File: config.mk
export PLATFORM = sky130hd
export DESIGN_NAME = cpu_controller_flat
export DESIGN_NICKNAME = d
export VERILOG_FILES = /design/src/rtl/cpu_pkg.sv /design/src/rtl/cpu_controller_if.sv /design/src/rtl/cpu_controller_instr_decoder.sv /design/src/rtl/cpu_controller.sv /design/src/flat_wrapper.sv
export SDC_FILE = /design/constraint.sdc
export NUM_CORES = 1
export LEC_CHECK = 0
export CAP_MARGIN = 0
export CORE_MARGIN = 4
export CORE_UTILIZATION = 39
export DETAILED_ROUTE_END_ITERATION = 8
export PLACE_DENSITY_LB_ADDON = 0.08
export SYNTH_ARGS = -nofsm -noshare
export SYNTH_HDL_FRONTEND = slang
export SYNTH_SLANG_ARGS = --single-unit
File: constraint.sdc
create_clock -name clk -period 1.65 [get_ports clk]
set_input_delay 0.2475 -clock clk [delete_from_list [all_inputs] [get_ports clk]]
set_output_delay 0.2475 -clock clk [all_outputs]
set_load 0.02 [all_outputs]
File: src/rtl/cpu_pkg.sv
// cpu_pkg: shared encodings for the Simple RISC Machine controller.
// Holds the FSM state enum, instruction opcode/op constants, ALU operation
// codes, the one-hot write-back selects, the register-index select encodings
// and the immediate sign-extension helpers.
package cpu_pkg;

    // Sequencing FSM states
    typedef enum logic [2:0] {
        ST_WAIT      = 3'd0,
        ST_DECODE    = 3'd1,
        ST_GET_A     = 3'd2,
        ST_GET_B     = 3'd3,
        ST_EXEC      = 3'd4,
        ST_WRITE_REG = 3'd5,
        ST_WRITE_IMM = 3'd6
    } state_t;

    // Decoded instruction classes
    typedef enum logic [2:0] {
        CLS_UNDEF   = 3'd0,
        CLS_MOV_IMM = 3'd1,
        CLS_MOV_REG = 3'd2,
        CLS_ADD     = 3'd3,
        CLS_CMP     = 3'd4,
        CLS_AND     = 3'd5,
        CLS_MVN     = 3'd6
    } instr_class_t;

    // Opcode field values [15:13]
    localparam logic [2:0] OPC_MOV = 3'b110;
    localparam logic [2:0] OPC_ALU = 3'b101;

    // Op field values [12:11]
    localparam logic [1:0] OP_MOV_IMM = 2'b10;
    localparam logic [1:0] OP_MOV_REG = 2'b00;
    localparam logic [1:0] OP_ADD     = 2'b00;
    localparam logic [1:0] OP_CMP     = 2'b01;
    localparam logic [1:0] OP_AND     = 2'b10;
    localparam logic [1:0] OP_MVN     = 2'b11;

    // ALU operation codes
    localparam logic [1:0] ALU_ADD  = 2'b00;
    localparam logic [1:0] ALU_SUB  = 2'b01;
    localparam logic [1:0] ALU_AND  = 2'b10;
    localparam logic [1:0] ALU_NOTB = 2'b11;

    // One-hot write-back selects
    localparam logic [3:0] VSEL_MDATA = 4'b1000;
    localparam logic [3:0] VSEL_IMM8  = 4'b0100;
    localparam logic [3:0] VSEL_PC    = 4'b0010;
    localparam logic [3:0] VSEL_C     = 4'b0001;

    // Register index select (one-hot, all-zero drives index 0)
    localparam logic [2:0] NSEL_NONE = 3'b000;
    localparam logic [2:0] NSEL_RN   = 3'b100;
    localparam logic [2:0] NSEL_RD   = 3'b010;
    localparam logic [2:0] NSEL_RM   = 3'b001;

    function automatic logic [15:0] sign_extend5(input logic [4:0] v);
        return {{11{v[4]}}, v};
    endfunction

    function automatic logic [15:0] sign_extend8(input logic [7:0] v);
        return {{8{v[7]}}, v};
    endfunction

endpackage

File: src/rtl/cpu_controller_if.sv
// cpu_controller_if: bundle of the controller's instruction handshake and all
// datapath control outputs.
//   s, in              : start strobe and instruction word (master -> slave)
//   w                  : ready/waiting flag
//   readnum, writenum  : register indices
//   write, vsel        : register file write enable and write-back select
//   loada/b/c/s        : datapath register enables
//   asel, bsel, shift  : operand steering
//   ALUop              : ALU operation
//   sximm5, sximm8     : sign-extended immediates from the IR
interface cpu_controller_if;
    logic        s;
    logic [15:0] in;
    logic        w;
    logic [2:0]  readnum;
    logic [2:0]  writenum;
    logic        write;
    logic [3:0]  vsel;
    logic        loada;
    logic        loadb;
    logic        loadc;
    logic        loads;
    logic        asel;
    logic        bsel;
    logic [1:0]  shift;
    logic [1:0]  ALUop;
    logic [15:0] sximm5;
    logic [15:0] sximm8;

    modport master (
        output s, in,
        input  w, readnum, writenum, write, vsel, loada, loadb, loadc, loads,
               asel, bsel, shift, ALUop, sximm5, sximm8
    );

    modport slave (
        input  s, in,
        output w, readnum, writenum, write, vsel, loada, loadb, loadc, loads,
               asel, bsel, shift, ALUop, sximm5, sximm8
    );
endinterface

File: src/rtl/cpu_controller_instr_decoder.sv
// instr_decoder: purely combinational split of the instruction register into
// register fields, shift amount, sign-extended immediates and an instruction
// class used by the sequencing FSM.
//   i_ir       : instruction register contents
//   o_rn/rd/rm : register index fields
//   o_shift    : IR[4:3]
//   o_op       : IR[12:11]
//   o_sximm5/8 : sign-extended immediates
//   o_class    : decoded instruction class
module instr_decoder
    import cpu_pkg::*;
(
    input  logic [15:0]  i_ir,
    output logic [2:0]   o_rn,
    output logic [2:0]   o_rd,
    output logic [2:0]   o_rm,
    output logic [1:0]   o_shift,
    output logic [1:0]   o_op,
    output logic [15:0]  o_sximm5,
    output logic [15:0]  o_sximm8,
    output instr_class_t o_class
);
    logic [2:0] w_opcode;

    assign w_opcode = i_ir[15:13];
    assign o_op     = i_ir[12:11];
    assign o_rn     = i_ir[10:8];
    assign o_rd     = i_ir[7:5];
    assign o_shift  = i_ir[4:3];
    assign o_rm     = i_ir[2:0];
    assign o_sximm5 = sign_extend5(i_ir[4:0]);
    assign o_sximm8 = sign_extend8(i_ir[7:0]);

    // Opcode/op pair to instruction class
    always_comb begin
        o_class = CLS_UNDEF;
        case ({w_opcode, o_op})
            {OPC_MOV, OP_MOV_IMM}: o_class = CLS_MOV_IMM;
            {OPC_MOV, OP_MOV_REG}: o_class = CLS_MOV_REG;
            {OPC_ALU, OP_ADD}:     o_class = CLS_ADD;
            {OPC_ALU, OP_CMP}:     o_class = CLS_CMP;
            {OPC_ALU, OP_AND}:     o_class = CLS_AND;
            {OPC_ALU, OP_MVN}:     o_class = CLS_MVN;
            default:               o_class = CLS_UNDEF;
        endcase
    end
endmodule

File: src/rtl/cpu_controller.sv
// cpu_controller: instruction register plus sequencing FSM that drives the
// Simple RISC Machine datapath one micro-step per clock.
//   clk    : system clock, rising edge
//   resetn : synchronous active-low reset
//   bus    : slave side of cpu_controller_if (start/instruction in,
//            all datapath controls out)
// All outputs depend only on the state and IR registers.
module cpu_controller
    import cpu_pkg::*;
(
    input  logic              clk,
    input  logic              resetn,
    cpu_controller_if.slave   bus
);
    state_t       r_state;
    state_t       w_next_state;
    logic [15:0]  r_ir;

    logic [2:0]   w_rn;
    logic [2:0]   w_rd;
    logic [2:0]   w_rm;
    logic [1:0]   w_ir_shift;
    logic [1:0]   w_op;
    logic [15:0]  w_sximm5;
    logic [15:0]  w_sximm8;
    instr_class_t w_class;

    logic [2:0]   w_nsel;
    logic [2:0]   w_regnum;
    logic         w_w;
    logic         w_write;
    logic [3:0]   w_vsel;
    logic         w_loada;
    logic         w_loadb;
    logic         w_loadc;
    logic         w_loads;
    logic         w_asel;
    logic         w_bsel;
    logic [1:0]   w_shift;
    logic [1:0]   w_aluop;

    instr_decoder u_decoder (
        .i_ir     (r_ir),
        .o_rn     (w_rn),
        .o_rd     (w_rd),
        .o_rm     (w_rm),
        .o_shift  (w_ir_shift),
        .o_op     (w_op),
        .o_sximm5 (w_sximm5),
        .o_sximm8 (w_sximm8),
        .o_class  (w_class)
    );

    // State register and instruction capture; IR only loads on an accepted start
    always_ff @(posedge clk) begin
        if (!resetn) begin
            r_state <= ST_WAIT;
            r_ir    <= 16'h0000;
        end else begin
            r_state <= w_next_state;
            if ((r_state == ST_WAIT) && bus.s) begin
                r_ir <= bus.in;
            end
        end
    end

    // Next-state sequencing
    always_comb begin
        w_next_state = ST_WAIT;
        case (r_state)
            ST_WAIT: begin
                if (bus.s) begin
                    w_next_state = ST_DECODE;
                end else begin
                    w_next_state = ST_WAIT;
                end
            end
            ST_DECODE: begin
                case (w_class)
                    CLS_MOV_IMM:                 w_next_state = ST_WRITE_IMM;
                    CLS_MOV_REG, CLS_MVN:        w_next_state = ST_GET_B;
                    CLS_ADD, CLS_CMP, CLS_AND:   w_next_state = ST_GET_A;
                    default:                     w_next_state = ST_WAIT;
                endcase
            end
            ST_GET_A: w_next_state = ST_GET_B;
            ST_GET_B: w_next_state = ST_EXEC;
            ST_EXEC: begin
                if (w_class == CLS_CMP) begin
                    w_next_state = ST_WAIT;
                end else begin
                    w_next_state = ST_WRITE_REG;
                end
            end
            ST_WRITE_REG: w_next_state = ST_WAIT;
            ST_WRITE_IMM: w_next_state = ST_WAIT;
            default:      w_next_state = ST_WAIT;
        endcase
    end

    // Moore output decode; vsel rests at the C select outside WRITE_IMM
    always_comb begin
        w_w     = 1'b0;
        w_nsel  = NSEL_NONE;
        w_write = 1'b0;
        w_vsel  = VSEL_C;
        w_loada = 1'b0;
        w_loadb = 1'b0;
        w_loadc = 1'b0;
        w_loads = 1'b0;
        w_asel  = 1'b0;
        w_bsel  = 1'b0;
        w_shift = 2'b00;
        w_aluop = ALU_ADD;
        case (r_state)
            ST_WAIT: w_w = 1'b1;
            ST_DECODE: w_w = 1'b0;
            ST_GET_A: begin
                w_nsel  = NSEL_RN;
                w_loada = 1'b1;
            end
            ST_GET_B: begin
                w_nsel  = NSEL_RM;
                w_loadb = 1'b1;
            end
            ST_EXEC: begin
                // Non-ALU (MOV reg) moves go through the adder with A zeroed
                if (w_class == CLS_MOV_REG) begin
                    w_aluop = ALU_ADD;
                end else begin
                    w_aluop = w_op;
                end
                w_asel = (w_class == CLS_MOV_REG) || (w_class == CLS_MVN);
                // bsel is never set by the supported set; shift is gated for safety
                if (w_bsel) begin
                    w_shift = 2'b00;
                end else begin
                    w_shift = w_ir_shift;
                end
                if (w_class == CLS_CMP) begin
                    w_loads = 1'b1;
                end else begin
                    w_loadc = 1'b1;
                end
            end
            ST_WRITE_REG: begin
                w_nsel  = NSEL_RD;
                w_vsel  = VSEL_C;
                w_write = 1'b1;
            end
            ST_WRITE_IMM: begin
                w_nsel  = NSEL_RN;
                w_vsel  = VSEL_IMM8;
                w_write = 1'b1;
            end
            default: w_w = 1'b0;
        endcase
    end

    // Register-index mux shared by readnum and writenum
    always_comb begin
        w_regnum = 3'd0;
        case (w_nsel)
            NSEL_RN: w_regnum = w_rn;
            NSEL_RD: w_regnum = w_rd;
            NSEL_RM: w_regnum = w_rm;
            default: w_regnum = 3'd0;
        endcase
    end

    assign bus.w        = w_w;
    assign bus.readnum  = w_regnum;
    assign bus.writenum = w_regnum;
    assign bus.write    = w_write;
    assign bus.vsel     = w_vsel;
    assign bus.loada    = w_loada;
    assign bus.loadb    = w_loadb;
    assign bus.loadc    = w_loadc;
    assign bus.loads    = w_loads;
    assign bus.asel     = w_asel;
    assign bus.bsel     = w_bsel;
    assign bus.shift    = w_shift;
    assign bus.ALUop    = w_aluop;
    assign bus.sximm5   = w_sximm5;
    assign bus.sximm8   = w_sximm8;
endmodule
File: src/flat_wrapper.sv
// flat-port wrapper written by rule: the top's interface ports become plain ports
module cpu_controller_flat import cpu_pkg::*;
  (clk, resetn, bus_s, bus_in, bus_w, bus_readnum, bus_writenum, bus_write, bus_vsel, bus_loada, bus_loadb, bus_loadc, bus_loads, bus_asel, bus_bsel, bus_shift, bus_ALUop, bus_sximm5, bus_sximm8);
  cpu_controller_if bus_i ();
  input  logic clk;
  input  logic resetn;
  input wire logic [$bits(bus_i.s)-1:0] bus_s;
  input wire logic [$bits(bus_i.in)-1:0] bus_in;
  output wire logic [$bits(bus_i.w)-1:0] bus_w;
  output wire logic [$bits(bus_i.readnum)-1:0] bus_readnum;
  output wire logic [$bits(bus_i.writenum)-1:0] bus_writenum;
  output wire logic [$bits(bus_i.write)-1:0] bus_write;
  output wire logic [$bits(bus_i.vsel)-1:0] bus_vsel;
  output wire logic [$bits(bus_i.loada)-1:0] bus_loada;
  output wire logic [$bits(bus_i.loadb)-1:0] bus_loadb;
  output wire logic [$bits(bus_i.loadc)-1:0] bus_loadc;
  output wire logic [$bits(bus_i.loads)-1:0] bus_loads;
  output wire logic [$bits(bus_i.asel)-1:0] bus_asel;
  output wire logic [$bits(bus_i.bsel)-1:0] bus_bsel;
  output wire logic [$bits(bus_i.shift)-1:0] bus_shift;
  output wire logic [$bits(bus_i.ALUop)-1:0] bus_ALUop;
  output wire logic [$bits(bus_i.sximm5)-1:0] bus_sximm5;
  output wire logic [$bits(bus_i.sximm8)-1:0] bus_sximm8;
  assign bus_i.s = bus_s;
  assign bus_i.in = bus_in;
  assign bus_w = bus_i.w;
  assign bus_readnum = bus_i.readnum;
  assign bus_writenum = bus_i.writenum;
  assign bus_write = bus_i.write;
  assign bus_vsel = bus_i.vsel;
  assign bus_loada = bus_i.loada;
  assign bus_loadb = bus_i.loadb;
  assign bus_loadc = bus_i.loadc;
  assign bus_loads = bus_i.loads;
  assign bus_asel = bus_i.asel;
  assign bus_bsel = bus_i.bsel;
  assign bus_shift = bus_i.shift;
  assign bus_ALUop = bus_i.ALUop;
  assign bus_sximm5 = bus_i.sximm5;
  assign bus_sximm8 = bus_i.sximm8;
  cpu_controller u_core (.clk(clk), .resetn(resetn), .bus(bus_i));
endmodule
# ---- Word-level counts from Yosys, hierarchy flattened
# Index checks and enable logic that the tools add are counted.
dict set report totals {
  reg_bits 19
  latchBits 0
  ramBits 0
  mem_bits_ro 0
  in_bits 19
  out_inout_bits 54
  word_cells 50
  memories 0
}
dict set report op_classes {
  add_sub_neg 0
  multipliers 0
  n_div 0
  magnitude_cmp 0
  n_eq_ne 21
  shifts 0
  mux 20
  n_bitwise 0
  reduce_logical 7
}
# operator count
set ops {}
lappend ops {{$eq A5 B5 Y1 const B} 6}
lappend ops {{$pmux W3 S3} 3}
lappend ops {{$eq A3 B3 Y1 const B} 7}
lappend ops {{$pmux W3 S6} 1}
lappend ops {{$eq A3 B2 Y1 const B} 5}
lappend ops {{$pmux W3 S5} 1}
lappend ops {{$mux W1} 10}
lappend ops {{$eq A3 B1 Y1 const B} 3}
lappend ops {{$mux W2} 3}
lappend ops {{$mux W3} 2}
lappend ops {{$reduce_or A2 Y1} 3}
lappend ops {{$logic_not A3 Y1} 1}
lappend ops {{$reduce_or A3 Y1} 1}
lappend ops {{$logic_and A1 B1 Y1} 1}
lappend ops {{$logic_or A1 B1 Y1} 1}

# ---- Logic depth before layout (Yosys ltp)
dict set report logic_depth {
  word_depth 6
  depth_mapped 7
  depth_no_buf 4
}

# ---- By module
# From an unflattened synthesis, not the netlist that was laid out.
dict set report hier_totals {
  cells_unflattened 177
  area_unflattened_um2 1426.4
}
# module n_inst cells_per_inst area_each_um2 seq_area_each_um2
set by_module_without_submodules {}
lappend by_module_without_submodules {cpu_controller 1 122 1024.7 380.4}
lappend by_module_without_submodules {instr_decoder 1 55 401.6 0.0}

# ---- Worst setup path before layout
# OpenSTA, ideal clock, no wires.
dict set report synth_timing {
  path_type {register to output}
  start {reg u_core.r_state[2]}
  end {out bus_writenum[1]}
  arrival_time_ns 1.309
  t_required_ns 1.402
  setup_slack_ns 0.094
  stages_incl_launch_ff 6
  n_path_buf 1
  path_cell_list {dfxtp_1 > and2b_1 > nand2_1 > o21ai_0 > a22o_1 > buf_4}
}
dict set report synth_between {
  elab_chain_len 5
  elab_cells_between_ends 10
  classes_between {7 x eq/ne; 2 x mux; 1 x reduce/logical}
}
# item line_no
set synth_rtl {}
lappend synth_rtl {{from (decl)} cpu_controller.sv:15} ;# state_t r_state;
lappend synth_rtl {{from (signal assigned)} cpu_controller.sv:60} ;# r_state <= w_next_state;
lappend synth_rtl {{$eq A3 B3 Y1 / $eq A3 B2 Y1 (equally long branches)} cpu_controller.sv:115} ;# case (r_state)
lappend synth_rtl {{$reduce_or A2 Y1 (no source line)} -}
lappend synth_rtl {{$pmux W3 S3 (*)} cpu_controller.sv:115}
lappend synth_rtl {{$eq A3 B1 Y1 (tied with other cells)} cpu_controller.sv:163} ;# case (w_nsel)
lappend synth_rtl {{$pmux W3 S3 (*)} cpu_controller.sv:163}
lappend synth_rtl {{to (decl)} flat_wrapper.sv:11} ;# output wire logic [$bits(bus_i.writenum)-1:0] bus_writenum;
# Mark *: on every way between the ends. The rest lies on a longest branch, timed or not.

# ---- Final worst setup path
dict set report layout_timing {
  start {reg u_core.r_state[0]}
  end {out bus_readnum[1]}
}
dict set report layout_between {
  elab_chain_len 5
  elab_cells_between_ends 10
  classes_between {7 x eq/ne; 2 x mux; 1 x reduce/logical}
}
# item line_no
set layout_rtl {}
lappend layout_rtl {{$eq A3 B3 Y1 / $eq A3 B2 Y1 (equally long branches)} cpu_controller.sv:115}
lappend layout_rtl {{$reduce_or A2 Y1 (no source line)} -}
lappend layout_rtl {{$pmux W3 S3 (*)} cpu_controller.sv:115}
lappend layout_rtl {{$eq A3 B1 Y1 (tied with other cells)} cpu_controller.sv:163}
lappend layout_rtl {{$pmux W3 S3 (*)} cpu_controller.sv:163}
lappend layout_rtl {{to (decl)} flat_wrapper.sv:10} ;# output wire logic [$bits(bus_i.readnum)-1:0] bus_readnum;
# Marked as above.

==> flow_metrics.env <==
export IMPL_ir_worst_vdd_mv=0.290
export IMPL_synth_seq_area_share_pct=28.7
export IMPL_fmax_ghz=0.605
export IMPL_grt_max_degree=19
export IMPL_first_global_vias=1147
export IMPL_timing_final_max_slew_violations=0
export IMPL_layout_core_utilization_pct=62.1
export IMPL_number_of_max_capacitance_violations_reported=0
export IMPL_clock_sinks=19
export IMPL_synth_top_family_by_area="buffers and inverters"
export IMPL_netlist_area_leader_share_pct=28.7
export IMPL_clock_tree_buffer_depth=2
export IMPL_wl_per_cell_um=12.0
export IMPL_final_hold_violation_count=0
export IMPL_crit_slowest_cell="dfxtp_4"
export IMPL_synth_compound_area_share_pct=19.5
export IMPL_worst_setup_hold_path_clk_slew_ns=0.11
export IMPL_cts_tree="done"
export IMPL_synth_avg_cell_area_um2=8.04
export IMPL_floorplan_die_area_mm2=0.00440
export IMPL_fin_area_mm2=0.00196
export IMPL_floorplan_die_height_um=66.3
export IMPL_design_portCount=73
export IMPL_place_area_mm2=0.00190
export IMPL_worstPathMaxFanout=5
export IMPL_post_route_period_util_pct=100
export IMPL_grt_busiest_layer="met2"
export IMPL_finalWorstSetupSlack_ns=-0.00298
export IMPL_gr_util_met3_pct=3.57
export IMPL_antenna_found_initial=0
export IMPL_grt_setup_unrepaired="true"
export IMPL_drt_initial_drc_count=37
export IMPL_placedCellCount=258
export IMPL_yosys_area_top_type="dfxtp_1"
export IMPL_clock_latency_ns=0.30
export IMPL_detailedPlacementHpwl_um=2410
export IMPL_syn_inst=165
export IMPL_setup_viol=2
export IMPL_chipWidth_um=66.3
export IMPL_worstPathCellList="and2b_2 -> nand2_1 -> o21ai_1 -> a22o_1 -> buf_6"
export IMPL_worstHoldPathType="reg -> reg"
export IMPL_fin_hold_ws_ns=0.478
export IMPL_area_growth_pct=47.7
export IMPL_netlist_cell_type_count=28
export IMPL_top_delay_family_on_crit_path="flip-flops"
export IMPL_finalWirelength_um=3150
export IMPL_globalRouteMet1Util_pct=18.2
export IMPL_outcome="complete, but fails checks"
export IMPL_ys_warnings_count=0
export IMPL_grt_first_pass_wirelength_um=5150
export IMPL_numCtsBuffers=3
export IMPL_core_area_mm2=0.00315
export IMPL_worst_endpoint_arrival_ns=1.41
export IMPL_dr_total_vias=1172
export IMPL_grt_util_met2_pct=25.3
export IMPL_grtUsageTotal_pct=14.8
export IMPL_post_drt_via_cell_ratio=4.46
export IMPL_place_congestion=0.772
export IMPL_failed_checks="negative setup slack"
export IMPL_start_util_pct=42.1
export IMPL_hold_buffers=0
export IMPL_end_kind="primary output"
export IMPL_fp_row_count=20
export IMPL_detail_route_drc_violations=0
export IMPL_simple_gate_share_of_the_synthesized_area_pct=24.1
export IMPL_critPathMaxStageDelay_ns=0.38
export IMPL_cell_area_after_technology_mapping_mm2=0.00133
export IMPL_worst_path_bufs_invs=1
export IMPL_synth_xor_area_share_pct=0
export IMPL_drt_pre_antenna_iters=4
export IMPL_period_minus_slack_ns=1.65
export IMPL_setup_tns_final_ns=-0.00547
export IMPL_number_of_input_and_output_port_buffers_inserted=69
export IMPL_synth_area_leaders="dfxtp_1, buf_4, nand2_1"
export IMPL_final_nets=239
export IMPL_worst_setup_path_start_kind="flop"
export IMPL_static_leakage_power_nw=0.956
export IMPL_crit_required_ns=1.40
export IMPL_root_buffer="clkbuf_4"
export IMPL_finClkSkew_ns=0.00449
export IMPL_dp_slack_ns=-0.177
export IMPL_drive_gt1_share_pct=34.2
export IMPL_grt_remaining_overflow=0
export IMPL_cts_htree_levels=1
export IMPL_power_per_cell_area_mw_per_mm2=551
export IMPL_antenna_diode_count=0
export IMPL_finish_cell_count_without_fillers=263
export IMPL_post_synth_fa_ha_maj_area_fraction_pct=0
export IMPL_synth_mux_area_share_pct=0
export IMPL_final_total_pwr_mw=1.08
export IMPL_ant_nets=0
export IMPL_yosys_register_bits=19
export IMPL_timing_setup_critical_path_class="reg -> out"
==> path summary, 6_finish.rpt <==
check | start | endpoint | slack, ns | cells after the start
max reg2reg | u_core.r_state[0] | u_core.r_ir[14] | 0.28 | 6
min reg2reg | u_core.r_ir[8] | u_core.r_ir[8] | 0.48 | 2
min | u_core.r_ir[8] | u_core.r_ir[8] | 0.48 | 2
max | u_core.r_state[0] | bus_readnum[1] | -0.003 | 5
==> cell type report <==
| class | count | area [um2] |
|---|---|---|
| multi-input cells | 98 | 639 |
| inverters | 6 | 22.5 |
| well taps | 44 | 55.1 |
| repair buffers | 92 | 827 |
| clock buffers | 4 | 26.3 |
| fillers | 300 | 1190 |
| flip-flops and latches | 19 | 389 |
==> cells in the mapped netlist <==
library cell	number
o21a_1	1
nor2_1	2
a21boi_0	7
o21ai_0	8
and3b_1	1
buf_2	2
a22o_1	3
nor3_4	1
and2_1	8
nor2b_1	3
buf_6	2
nor3b_1	1
buf_12	1
and2b_1	1
nand2b_1	2
a21oi_1	1
clkbuf_1	1
and3_1	2
dfxtp_1	19
buf_4	38
a21boi_2	10
a31oi_1	1
nor3b_4	1
nor4b_1	1
a31o_2	1
conb_1	1
inv_1	6
nand2_1	40
==> registers in the layout, summed over array words and instances, names as in the netlist <==
name and flops:
u_core.r_ir 16, u_core.r_state 3
==> routing by layer <==
| metal | part of all wire, % | vias to the layer above |
|---|---|---|
| met5 | 0 | - |
| met4 | 1.1 | 0 |
| met3 | 6.8 | 4 |
| met2 | 49 | 46 |
| met1 | 43 | 526 |
| li1 | - | 596 |
==> cell usage in the layout, fill, tap and decap left out, types with 2 or more instances in the layout <==
master	instances
a21boi_0	7
a21boi_2	10
a22o_1	3
and2_1	2
and2_4	6
buf_2	3
buf_4	23
buf_6	13
clkbuf_2	3
clkbuf_4	3
clkdlybuf4s50_1	26
conb_1	3
dfxtp_1	14
dfxtp_2	4
dlygate4sd2_1	22
dlymetal6s2s_1	2
inv_1	6
nand2_1	40
nand2b_1	2
nor2_1	2
o21ai_0	4
o21ai_1	3
==> power by group <==
part | total (mW) | internal [mW] | switching [mW]
Sequential | 0.508 | 0.484 | 0.0230
Clock | 0.247 | 0.0943 | 0.153
Combinational | 0.326 | 0.160 | 0.166
Total | 1.08 | 0.739 | 0.342
==> worst register-to-register path, stage by stage, from the launching register on <==
cell and delay [ns]:
dfxtp_4 0.38, buf_4 0.15, nor3_4 0.19, and2_1 0.15
buf_4 0.21, nand2_1 0.07, a21boi_0 0.15
==> what timing repair did <==
action	CTS	global route
setup endpoints to repair	41	21
buffers inserted	1	0
hold endpoints to repair	0	0
resized for setup	113	34
pin swaps	6	6
==> cell families (layout without fill, tap and decap cells) <==
family          count (synthesis)  in the layout
flops                          19             19
compound gates                 32             32
buf+inv                        50            102
simple gates                   63             63
other cells                     1              3
Power figures use the tool's default switching activity.
